`config.mk`:
```
export PLATFORM = sky130hd
export DESIGN_NAME = ordering_req_arb
export DESIGN_NICKNAME = d
export VERILOG_FILES = /design/src/rtl/ordering_pkg.sv /design/src/rtl/ordering_rr_arb.sv /design/src/rtl/ordering_req_arb.sv
export SDC_FILE = /design/constraint.sdc
export NUM_CORES = 1
export LEC_CHECK = 0
export CORE_UTILIZATION = 37
export CTS_CLUSTER_SIZE = 16
export DETAILED_ROUTE_END_ITERATION = 12
export HOLD_SLACK_MARGIN = 0.1
export PLACE_DENSITY = 0.81
export SKIP_CTS_REPAIR_TIMING = 1
export SYNTH_ARGS = -nofsm -noshare
export SYNTH_HDL_FRONTEND = slang
export SYNTH_SLANG_ARGS = --single-unit
```
`constraint.sdc`:
```
create_clock -name clk -period 3.9 [get_ports clk]
set_input_delay 0.78 -clock clk [delete_from_list [all_inputs] [get_ports clk]]
set_output_delay 0.78 -clock clk [all_outputs]
set_load 0.01 [all_outputs]
```
`src/rtl/ordering_pkg.sv`:
```
// ordering_pkg
// Shared constants and types for the ordering-buffer front end.
//   ID_W / NUM_IDS : ID width and size of the ID pool
//   PAYLOAD_W      : payload width, must match the ordering buffer
//   stage_state_t  : state of the one-deep output register
//   rx_req_t       : contents of the staged request (id, payload, order)
//   first_zero_idx : lowest-index clear bit of an ID bitmap
package ordering_pkg;

  localparam int ID_W      = 3;
  localparam int NUM_IDS   = 2 ** ID_W;
  localparam int PAYLOAD_W = 16;

  typedef enum logic {
    EMPTY = 1'b0,
    FULL  = 1'b1
  } stage_state_t;

  typedef struct packed {
    logic [ID_W-1:0]      id;
    logic [PAYLOAD_W-1:0] payload;
    logic                 order;
  } rx_req_t;

  // Scanning from the top down lets the lowest clear bit win. The caller
  // must separately check that at least one bit is clear.
  function automatic logic [ID_W-1:0] first_zero_idx(input logic [NUM_IDS-1:0] bits);
    logic [ID_W-1:0] idx;
    idx = '0;
    for (int i = NUM_IDS - 1; i >= 0; i--) begin
      if (!bits[i]) idx = ID_W'(i);
    end
    return idx;
  endfunction

endpackage

```
`src/rtl/ordering_rr_arb.sv`:
```
// ordering_rr_arb
// Round-robin arbiter with its priority pointer held internally.
//   clk, reset : clock, synchronous active-high reset
//   req        : per-requester request vector
//   en         : grant permitted this cycle (downstream can accept)
//   grant      : one-hot grant, zero when en is low or nobody requests
//   grant_idx  : index of the winning requester (meaningful with a grant)
module ordering_rr_arb #(
  parameter int NUM_REQ = 4,
  parameter int IDX_W   = (NUM_REQ > 1) ? $clog2(NUM_REQ) : 1
) (
  input  logic               clk,
  input  logic               reset,
  input  logic [NUM_REQ-1:0] req,
  input  logic               en,
  output logic [NUM_REQ-1:0] grant,
  output logic [IDX_W-1:0]   grant_idx
);

  logic [IDX_W-1:0] ptr;
  logic [IDX_W-1:0] cand;
  logic             found;

  // Walk requesters starting at the pointer; the first active one wins.
  always_comb begin
    grant     = '0;
    grant_idx = '0;
    cand      = '0;
    found     = 1'b0;
    for (int i = 0; i < NUM_REQ; i++) begin
      cand = IDX_W'((int'(ptr) + i) % NUM_REQ);
      if (!found && req[cand]) begin
        found     = 1'b1;
        grant_idx = cand;
      end
    end
    if (en && found) grant[grant_idx] = 1'b1;
  end

  // Priority moves to the requester just after the winner, only on a grant.
  always_ff @(posedge clk) begin
    if (reset) begin
      ptr <= '0;
    end else if (en && found) begin
      if (grant_idx == IDX_W'(NUM_REQ - 1)) ptr <= '0;
      else                                  ptr <= grant_idx + 1'b1;
    end
  end

endmodule

```
`src/rtl/ordering_req_arb.sv`:
```
// ordering_req_arb
// Front-end scheduler for the 8-entry ordering buffer. Arbitrates requesters
// round-robin onto the buffer RX port, tags each accepted request with a free
// ID from an 8-entry pool, and frees the ID when the buffer's TX handshake for
// it is seen.
//   clk, reset     : clock, synchronous active-high reset
//   req_valid_i    : per-requester valid
//   req_payload_i  : packed payloads, requester k at [k*PAYLOAD_W +: PAYLOAD_W]
//   req_order_i    : per-requester ordered flag
//   req_ready_o    : one-hot grant
//   req_id_o       : ID allocated to the granted request
//   rx_*_o / rx_ready_i : registered request toward the ordering buffer
//   tx_valid_i, tx_ready_i, tx_id_i : monitored buffer TX handshake
//   ids_busy_o     : bitmap of allocated IDs
//   err_o          : sticky flag, a non-allocated ID was released
module ordering_req_arb #(
  parameter int NUM_REQ   = 4,
  parameter int PAYLOAD_W = 16,
  parameter int ID_W      = 3
) (
  input  logic                           clk,
  input  logic                           reset,
  input  logic [NUM_REQ-1:0]             req_valid_i,
  input  logic [NUM_REQ*PAYLOAD_W-1:0]   req_payload_i,
  input  logic [NUM_REQ-1:0]             req_order_i,
  output logic [NUM_REQ-1:0]             req_ready_o,
  output logic [ID_W-1:0]                req_id_o,
  output logic                           rx_valid_o,
  output logic [ID_W-1:0]                rx_id_o,
  output logic [PAYLOAD_W-1:0]           rx_payload_o,
  output logic                           rx_order_o,
  input  logic                           rx_ready_i,
  input  logic                           tx_valid_i,
  input  logic                           tx_ready_i,
  input  logic [ID_W-1:0]                tx_id_i,
  output logic [(2**ID_W)-1:0]           ids_busy_o,
  output logic                           err_o
);

  import ordering_pkg::*;

  localparam int IDX_W = (NUM_REQ > 1) ? $clog2(NUM_REQ) : 1;

  stage_state_t         state;
  stage_state_t         state_next;
  rx_req_t              stage_q;
  logic [NUM_REQ-1:0]   grant;
  logic [IDX_W-1:0]     grant_idx;
  logic                 grant_fire;
  logic                 arb_en;
  logic                 pool_full;
  logic                 drain;
  logic [ID_W-1:0]      alloc_id;
  logic [PAYLOAD_W-1:0] sel_payload;
  logic                 sel_order;
  logic                 release_fire;
  logic                 release_ok;
  logic [(2**ID_W)-1:0] ids_busy_q;
  logic [(2**ID_W)-1:0] ids_busy_next;
  logic                 err_q;

  // Allocation looks only at the registered bitmap, so an ID released this
  // cycle cannot be handed out until the next one.
  assign pool_full = &ids_busy_q;
  assign alloc_id  = first_zero_idx(ids_busy_q);
  assign drain     = (state == FULL) && rx_ready_i;

  // A grant needs room in the stage (empty, or emptying this cycle) and a
  // free ID; reset blocks grants so nothing is accepted and then discarded.
  assign arb_en = ((state == EMPTY) || rx_ready_i) && !pool_full && !reset;

  ordering_rr_arb #(
    .NUM_REQ (NUM_REQ),
    .IDX_W   (IDX_W)
  ) u_rr_arb (
    .clk       (clk),
    .reset     (reset),
    .req       (req_valid_i),
    .en        (arb_en),
    .grant     (grant),
    .grant_idx (grant_idx)
  );

  assign grant_fire  = |grant;
  assign req_ready_o = grant;
  assign req_id_o    = alloc_id;

  always_comb begin
    sel_payload = '0;
    sel_order   = 1'b0;
    for (int k = 0; k < NUM_REQ; k++) begin
      if (grant[k]) begin
        sel_payload = req_payload_i[k*PAYLOAD_W +: PAYLOAD_W];
        sel_order   = req_order_i[k];
      end
    end
  end

  always_ff @(posedge clk) begin
    if (reset) state <= EMPTY;
    else       state <= state_next;
  end

  // A grant always (re)fills the stage; without one, a drain empties it.
  always_comb begin
    state_next = state;
    case (state)
      EMPTY:   if (grant_fire) state_next = FULL;
      FULL:    if (!grant_fire && drain) state_next = EMPTY;
      default: state_next = EMPTY;
    endcase
  end

  // Staged data only changes on a grant, which cannot happen while the
  // buffer is stalling a full stage, so rx_* hold under backpressure.
  always_ff @(posedge clk) begin
    if (reset) begin
      stage_q <= '0;
    end else if (grant_fire) begin
      stage_q.id      <= alloc_id;
      stage_q.payload <= sel_payload;
      stage_q.order   <= sel_order;
    end
  end

  // A release of a clear bit leaves the bitmap untouched and is flagged.
  // Allocated and released IDs can never coincide (one is clear, the other
  // set), so both updates apply independently.
  assign release_fire = tx_valid_i && tx_ready_i;
  assign release_ok   = release_fire && ids_busy_q[tx_id_i];

  always_comb begin
    ids_busy_next = ids_busy_q;
    if (release_ok) ids_busy_next[tx_id_i]  = 1'b0;
    if (grant_fire) ids_busy_next[alloc_id] = 1'b1;
  end

  always_ff @(posedge clk) begin
    if (reset) begin
      ids_busy_q <= '0;
      err_q      <= 1'b0;
    end else begin
      ids_busy_q <= ids_busy_next;
      if (release_fire && !release_ok) err_q <= 1'b1;
    end
  end

  assign rx_valid_o   = (state == FULL);
  assign rx_id_o      = stage_q.id;
  assign rx_payload_o = stage_q.payload;
  assign rx_order_o   = stage_q.order;
  assign ids_busy_o   = ids_busy_q;
  assign err_o        = err_q;

endmodule

```
==> results of run 1 <==
==> cells in the mapped netlist, types with 2 or more instances <==
cell type,count,area share (%)
inv_1,9,1.8
a21oi_1,10,2.7
nand3_1,3,0.81
ha_1,4,2.7
and2_1,4,1.4
dfxtp_1,32,35
a32o_1,2,1.1
o32ai_1,2,0.95
a22o_1,16,7.6
o311ai_0,3,1.4
nor2b_1,2,0.68
o22ai_1,18,6.1
or3_1,3,1.0
nand2_1,11,2.2
o21ai_0,5,1.4
a21o_1,2,0.81
nor4_1,5,1.7
nand4_1,2,0.68
buf_2,2,0.54
a31o_2,2,0.95
clkbuf_1,11,2.2
nand2b_1,3,1.0
or4b_1,2,1.1
a31oi_1,2,0.68
a221oi_1,17,8.1
nor3_1,5,1.4
nor2_1,24,4.9
mux2i_1,4,2.2
==> logic make-up after synthesis <==
| family | after synthesis |
|---|---|
| AOI/OAI and AO/OA | 86 |
| adders and majority gates | 4 |
| buffers and inverters | 24 |
| DFF | 32 |
| muxes | 4 |
| and+or+nand+nor | 71 |
==> cell type report <==
cell class / instances / area (sq um)
multi-input combinational: 165 / 1120
sequential: 32 / 641
clock buffer: 5 / 68.8
tap: 67 / 83.8
fill: 395 / 1560
inverter: 10 / 37.5
timing repair buffer: 122 / 1210
clock inverter: 3 / 42.5
==> where the power goes <==
part,leakage [nW],total (W),switching [W],internal [W]
logic,0.885,0.000698,0.000327,0.000371
registers,0.264,0.000459,0.0000530,0.000406
clock network,0.0541,0.000322,0.000133,0.000189
total,1.20,0.00148,0.000513,0.000965
==> cell usage in the layout, fill, tap and decap left out, types with 3 or more instances in the layout <==
cell	synthesis	layout
o21ai_0	5	5
nand2_1	11	11
nand2b_1	3	3
a22o_1	16	16
mux2i_1	4	4
or3_1	3	3
o311ai_0	3	3
and2_1	4	4
a221oi_1	17	17
buf_4	0	6
a21oi_1	10	9
nor4_1	5	5
clkbuf_8	0	5
dfxtp_1	32	32
nor3_1	5	5
nand3_1	3	3
clkdlybuf4s50_1	0	116
ha_1	4	4
nor2_1	24	24
o22ai_1	18	18
inv_1	9	9
==> worst max-delay path: stages <==
cell             delay, ns
clkdlybuf4s50_1       0.55
a21oi_1               0.10
o21a_1                0.17
o22a_1                0.23
inv_1                 0.09
ha_1                  0.20
and2_1                0.14
clkdlybuf4s50_1       0.55
==> metal layers <==
layer | vias up | part of all wire (%) | global-route usage [%]
li1 | 1103 | - | -
met1 | 1084 | 42 | 32.9
met4 | 0 | 2.0 | 7.41
met5 | - | 0 | 0
met2 | 93 | 49 | 41.5
met3 | 10 | 6.5 | 5.39
==> worst paths after layout <==
| kind | start | end | cells past startpoint |
|---|---|---|---|
| setup / recovery | req_valid_i[0] | req_ready_o[1] | 8 |
| hold / removal | rx_payload_o[6] | rx_payload_o[6] | 1 |
| setup reg to reg | u_rr_arb.ptr[1] | rx_payload_o[15] | 9 |
| hold reg to reg | rx_payload_o[6] | rx_payload_o[6] | 1 |
==> metrics by stage <==
stage                     utilization (%)  total power [W]
after floorplan                         -         0.000814
after global placement               64.9          0.00113
after detailed placement             64.9          0.00115
after CTS                            67.2          0.00148
after global routing                 67.2          0.00156
final                                67.2          0.00148
==> registers in the layout, indices dropped and copies added, names as in the netlist <==
signal        count
u_rr_arb.ptr      2
err_o             1
rx_valid_o        1
ids_busy_o        8
rx_order_o        1
rx_payload_o     16
rx_id_o           3
==> results summary, run 1 <==
The flow ran to the end, and the final reports show no timing, DRC or antenna violations. The aggregate negative setup slack is 0 ns. The net count reported at finish is 420. By area, the combinational part of the netlist is dominated by compound AO/OA/AOI/OAI gates.

The number of nets produced by synthesis came out at 305. Summed over all cells, the static leakage comes to 1.20 nW. After floorplanning, the core was sized to cover around 4800 sq um. The number of distinct standard cells referenced by the synthesized netlist is 44. The x dimension of the die came out at 72.6 microns. The number of CTS-inserted buffers came out at 5. The setup slack after placement is 0.231 ns.

The synthesized cell area is 1850 sq um. The global-route usage over all layers is 25.1%. The worst slew slack as a fraction of its limit is 14.8%. Dividing the detail-routed via count by the number of cells gives 5.67.

The layout overhead on the synthesized area is 73.2%. Setup repair after global routing left no endpoint under its margin. The number of synthesis warnings came out at 0. Max-cap violations in this run came to 0. The synthesized netlist devotes 20.1% of its cell area to simple gates.

The sum of routed wire length over all layers came out at 6820 microns. Once the floorplan was initialized, standard cells occupied 38.8% of the core. The residual antenna-violating net count after detailed routing came out at 0. The total global routing overflow came out at 0. The routability congestion estimate from global placement is roughly 0.9. The synthesized-area fraction occupied by adder cells is 2.71%. The data arrival at the endpoint of the critical path is 2.81 ns. Entering global routing, the biggest net connects 20 pins.

The initial antenna violation count came out at 0. The minimum clock period is 3.59 ns. The pre-antenna-repair detailed-routing pass consisted of 4 iterations. The kind of end point of the critical path is an output pin.

The total placed instance area came out at 3080 sq um. Across all register-to-register paths, the minimum setup slack is 1.09 ns. The via count of the first global-routing pass came out at 2118. The critical path class is in -> out.

The final period utilization came out at 92.1%. The post-synthesis compound-gate area fraction came out at about a third. The tightest min-delay check is of the reg -> reg type. TritonCTS built the clock tree. The finished cells cover 3200 sq um. In this run the worst path has a maximum fanout of 5. The clock latency on the worst-skew pair came out at between 0.2 and 0.3 ns. The CTS root buffer is clkbuf_8. IR analysis of the VDD net gives a maximum drop of 0.000285 V. Measured along the y axis, the die boundary spans 72.6 microns. The placed wire-length estimate after detailed placement came out at 5090 microns. Dividing the detail-routed wire length by the instance count gives 16.9 microns.

For this block, the via count after detailed routing is between 2000 and 2500. The per-instance average area after synthesis came out at about 8.4 sq um. The share of async-settable or async-resettable flops after synthesis is 0%. The slew at the pin closest to its max-slew limit came out at 1.28 ns. The final count of pins violating max slew came out at 0.

117 I/O pins were placed. Synthesis inferred 32 register bits. The number of setup violations in the final report is 0. The clock-pin slew reported for the worst setup and hold paths after clock tree synthesis came out at 0.07 ns. For this run, the number of standard cells in the final layout without fillers is 404. Between clock sinks in the finished design, the worst skew comes to 0.00699 ns.

Once placement completed, the tool counted placed cells totaling ~400. The final critical-path setup slack is between 0.3 and 0.4 ns. For this run, the leading register cell type out of synthesis is dfxtp_1.

The portion of synthesized area spent on multiplexers is 2.17%. In the routed design, unresolved DRC markers number 0. The floorplan has 25 rows. The layout cell share with drive strength beyond 1 is ~6.2%. The count of endpoints failing hold in the final timing report is 0. Hold timing on the final database bottoms out at a slack of 0.484 ns. The required time of the critical path is 3.12 ns. Counting every instance in the synthesized netlist gives 221. The number of levels in the clock H-tree is 2. The sequential area share after synthesis came out at 34.7%. The number of antenna diodes in the final layout is 0. The first global-routing pass estimated 10300 microns of wire.

The number of sinks on the clock net is 32. Based on the critical path, the design can be clocked at up to 278 MHz. The count of buffers from port buffering is around 120. The longest clock path from root to sink contains 2 buffers. The number of enable flip-flop cells after synthesis came out at 0. The detailed router's first-iteration violation count came out at 124.

The critical path startpoint category is a primary input. The power per unit of standard cell area is 462 nW/um^2. The share of the synthesized netlist area taken by xor and xnor gates is 0%.

The die footprint is 5270 sq um.
Power figures use the tool's default switching activity.
==> run 2, diff against run 1 <==
--- a/config.mk
+++ b/config.mk
@@ -5,11 +5,11 @@
 export SDC_FILE = /design/constraint.sdc
 export NUM_CORES = 1
 export LEC_CHECK = 0
-export CORE_UTILIZATION = 37
+export CORE_UTILIZATION = 40
 export CTS_CLUSTER_SIZE = 16
 export DETAILED_ROUTE_END_ITERATION = 12
 export HOLD_SLACK_MARGIN = 0.1
-export PLACE_DENSITY = 0.81
+export PLACE_DENSITY = 0.87
 export SKIP_CTS_REPAIR_TIMING = 1
 export SYNTH_ARGS = -nofsm -noshare
 export SYNTH_HDL_FRONTEND = slang
==> constraint.sdc (replaced) <==
create_clock -name clk -period 4.2 [get_ports clk]
set_input_delay 0.84 -clock clk [delete_from_list [all_inputs] [get_ports clk]]
set_output_delay 0.84 -clock clk [all_outputs]
set_load 0.01 [all_outputs]
==> run 2 against run 1 <==
Core utilization increased by 4.9 points. Largest power group unchanged. Count of clock-buffer cells in the layout increased by 2. Global-route usage increased by 3.1 points. Sequential cell count unchanged. Total power decreased by 9.9%. Sequential power decreased by 6.5%. Non-clock buffer count unchanged. First-iteration DRC count increased by 120%. Largest cell class unchanged. Sequential share of layout area increased by 0.21 points. Final cell count decreased by 4.0%. Clock power decreased by 22%.
==> results summary, run 2 (synthesized netlist as in run 1, its figures left out) <==
The flow ran to the end, and the final reports show no timing, DRC or antenna violations. The highest fanout seen on the critical path came to 6 (+1). The total number of vias came out at 2364 (+3.2%). The final count of pins violating max slew is 0 (unchanged).

The pin count of the biggest net entering global routing came out at 19 (-5.0%). The residual antenna-violating net count after detailed routing came to 0 (unchanged). The peak ir drop on the vdd network was 0.000353 V (+24%). The critical path startpoint category is a primary input. The final period utilization came out at 92.1%. The worst slew slack as a fraction of its limit is 21.6% (+6.8 points). STA classifies the critical path endpoint as an output pin.

The clock skew after layout came out at 0.00515 ns (-0.00184 ns). The net count reported at finish came out at 420 (unchanged). The class of the most critical hold timing path is reg -> reg. The number of flip-flops under the largest register name came to 16 (unchanged). The number of rows in the core area came out at 24 (-4.0%). The total global routing overflow is 0 (unchanged). Compared with the post-synthesis result, the final layout area differs by 71.3%. The number of CTS-inserted buffers is 5 (unchanged). The number of remaining DRC errors came out at 0 (unchanged). The met3 usage in global routing came out at 4.91% (-0.48 points). The number of setup violations in the final report was 0 (unchanged). The initial antenna violation count is 0 (unchanged). The minimum clock period came out at 3.87 ns. The commonest non-fill, non-tap cell in the layout is clkdlybuf4s50_1. The layout cell share with drive strength beyond 1 is 5.95% (-0.28 points).

The number of levels in the clock H-tree is 2 (unchanged). The number of maximum-capacitance constraint violations is 0 (unchanged). The tree is rooted in a clkbuf_8. Setup repair after global routing left no endpoint under its margin. The met1 usage came to 36.4% (+3.5 points). The floorplan die height is 69.9 microns (-3.7%). The clock-pin slew reported for the worst setup and hold paths after clock tree synthesis is 0.07 ns (about the same). The placed wire-length estimate after detailed placement was 5250 microns (+3.0%). The share of the core filled with cells in the final layout is 72.1% (+4.9 points). The required time of the critical path came out at 3.36 ns (+0.24 ns).

The number of sinks on the clock net is 32 (unchanged). The routed via count divided by cell count came out at 6.09 (+7.5%). The count of buffers from port buffering came to 116 (unchanged). The maximum number of buffers from clock root to sink is 2 (unchanged). The count of endpoints failing hold in the final timing report was 0 (unchanged). The clock latency on the worst-skew pair came out at 0.28 ns (about the same). The global-route met2 utilization was 47.5% (+6.0 points).

The routed length per instance came to 18.1 microns (+7.5%). The worst setup path is of the in -> out kind. The detailed router's first-iteration violation count is 271 (+120%).

The post-route non-filler standard cell count came out at 388 (-4.0%). The core footprint is 4380 sq um (-7.8%). The slew at the pin closest to its max-slew limit came out at 1.17 ns (-0.102 ns). The layer flagged by global routing as most heavily used is met2. The number of antenna cells inserted was 0 (unchanged). Leaving out fill and tap cells, the most frequent cells in the layout are 116 x clkdlybuf4s50_1, 32 x dfxtp_1, 24 x nor2_1. The static leakage came out at 1.20 nW (-0.32%). The iteration count of the initial detailed-routing pass was 4 (unchanged).

The aggregate negative setup slack came out at 0 ns (unchanged). The x dimension of the die came out at 69.9 microns (-3.7%). TritonCTS built the clock tree.

The I/O pin count is 117 (unchanged). The wire length of the first global-routing pass is 11000 microns (+6.7%). The count of placed standard cells including taps is 381 (-3.8%). The routability congestion estimate from global placement was 0.890 (-2.1%). The power per unit of standard cell area came out at 421 nW/um^2 (-8.9%).

The global-route usage over all layers came out at 28.2% (+3.1 points). The sum of routed wire length over all layers is 7040 microns (+3.3%). The highest achievable clock rate came out at between 200 and 300 MHz.

The die footprint was 4890 sq um (-7.3%). The starting density of the core was 42.1% (+3.3 points). The via count of the first global-routing pass came out at 2220 (+4.8%). The data arrival at the endpoint of the critical path is 3.03 ns (+0.22 ns).
==> run 2: where the power goes <==
group,switching [W],internal [W],total [W]
sequential,0.0000516,0.000377,0.000429
clock,0.000107,0.000146,0.000252
combinational,0.000307,0.000344,0.000651
total,0.000465,0.000867,0.00133
==> run 2: critical path: stages <==
cell             delay, ns
clkdlybuf4s50_1       0.48
mux2i_1               0.16
nor2_1                0.06
nor3_1                0.37
ha_1                  0.40
and2_1                0.18
clkdlybuf4s50_1       0.54
==> run 2: final cells by class <==
class,instances,area [sq um]
Clock buffer,7,96.3
Fill cell,344,1220
Inverter,10,37.5
Multi-Input combinational cell,165,1120
Sequential cell,32,641
Tap cell,52,65.1
Timing Repair Buffer,122,1210
==> run 2: final timing paths <==
path	start	endpoint	slack, ns	cells after the start
worst min register to register	rx_payload_o[1]	rx_payload_o[1]	0.48	1
worst max-delay path	req_valid_i[0]	req_ready_o[1]	0.33	7
worst max register to register	u_rr_arb.ptr[1]	rx_payload_o[9]	1.29	10
worst min-delay path	rx_payload_o[1]	rx_payload_o[1]	0.48	1
==> run 2: per-stage QoR <==
step	hold WS, ns	power (W)	setup WS, ns	cell area (sq um)
2_1_floorplan	0.494	0.000756	1.06	1850
4_1_cts	0.485	0.00133	0.352	3160
6_report	0.478	0.00133	0.332	3160
3_3_place_gp	0.455	0.00106	0.464	3070
5_1_grt	0.509	0.00141	0.233	3160
3_5_place_dp	0.465	0.00107	0.307	3070
==> run 2: layer usage <==
metal  vias to the layer above  share of wire (%)
li1                       1102                  -
met1                      1132                 41
met2                       113                 50
met3                        17                6.3
met4                         0                2.2
met5                         -                  0
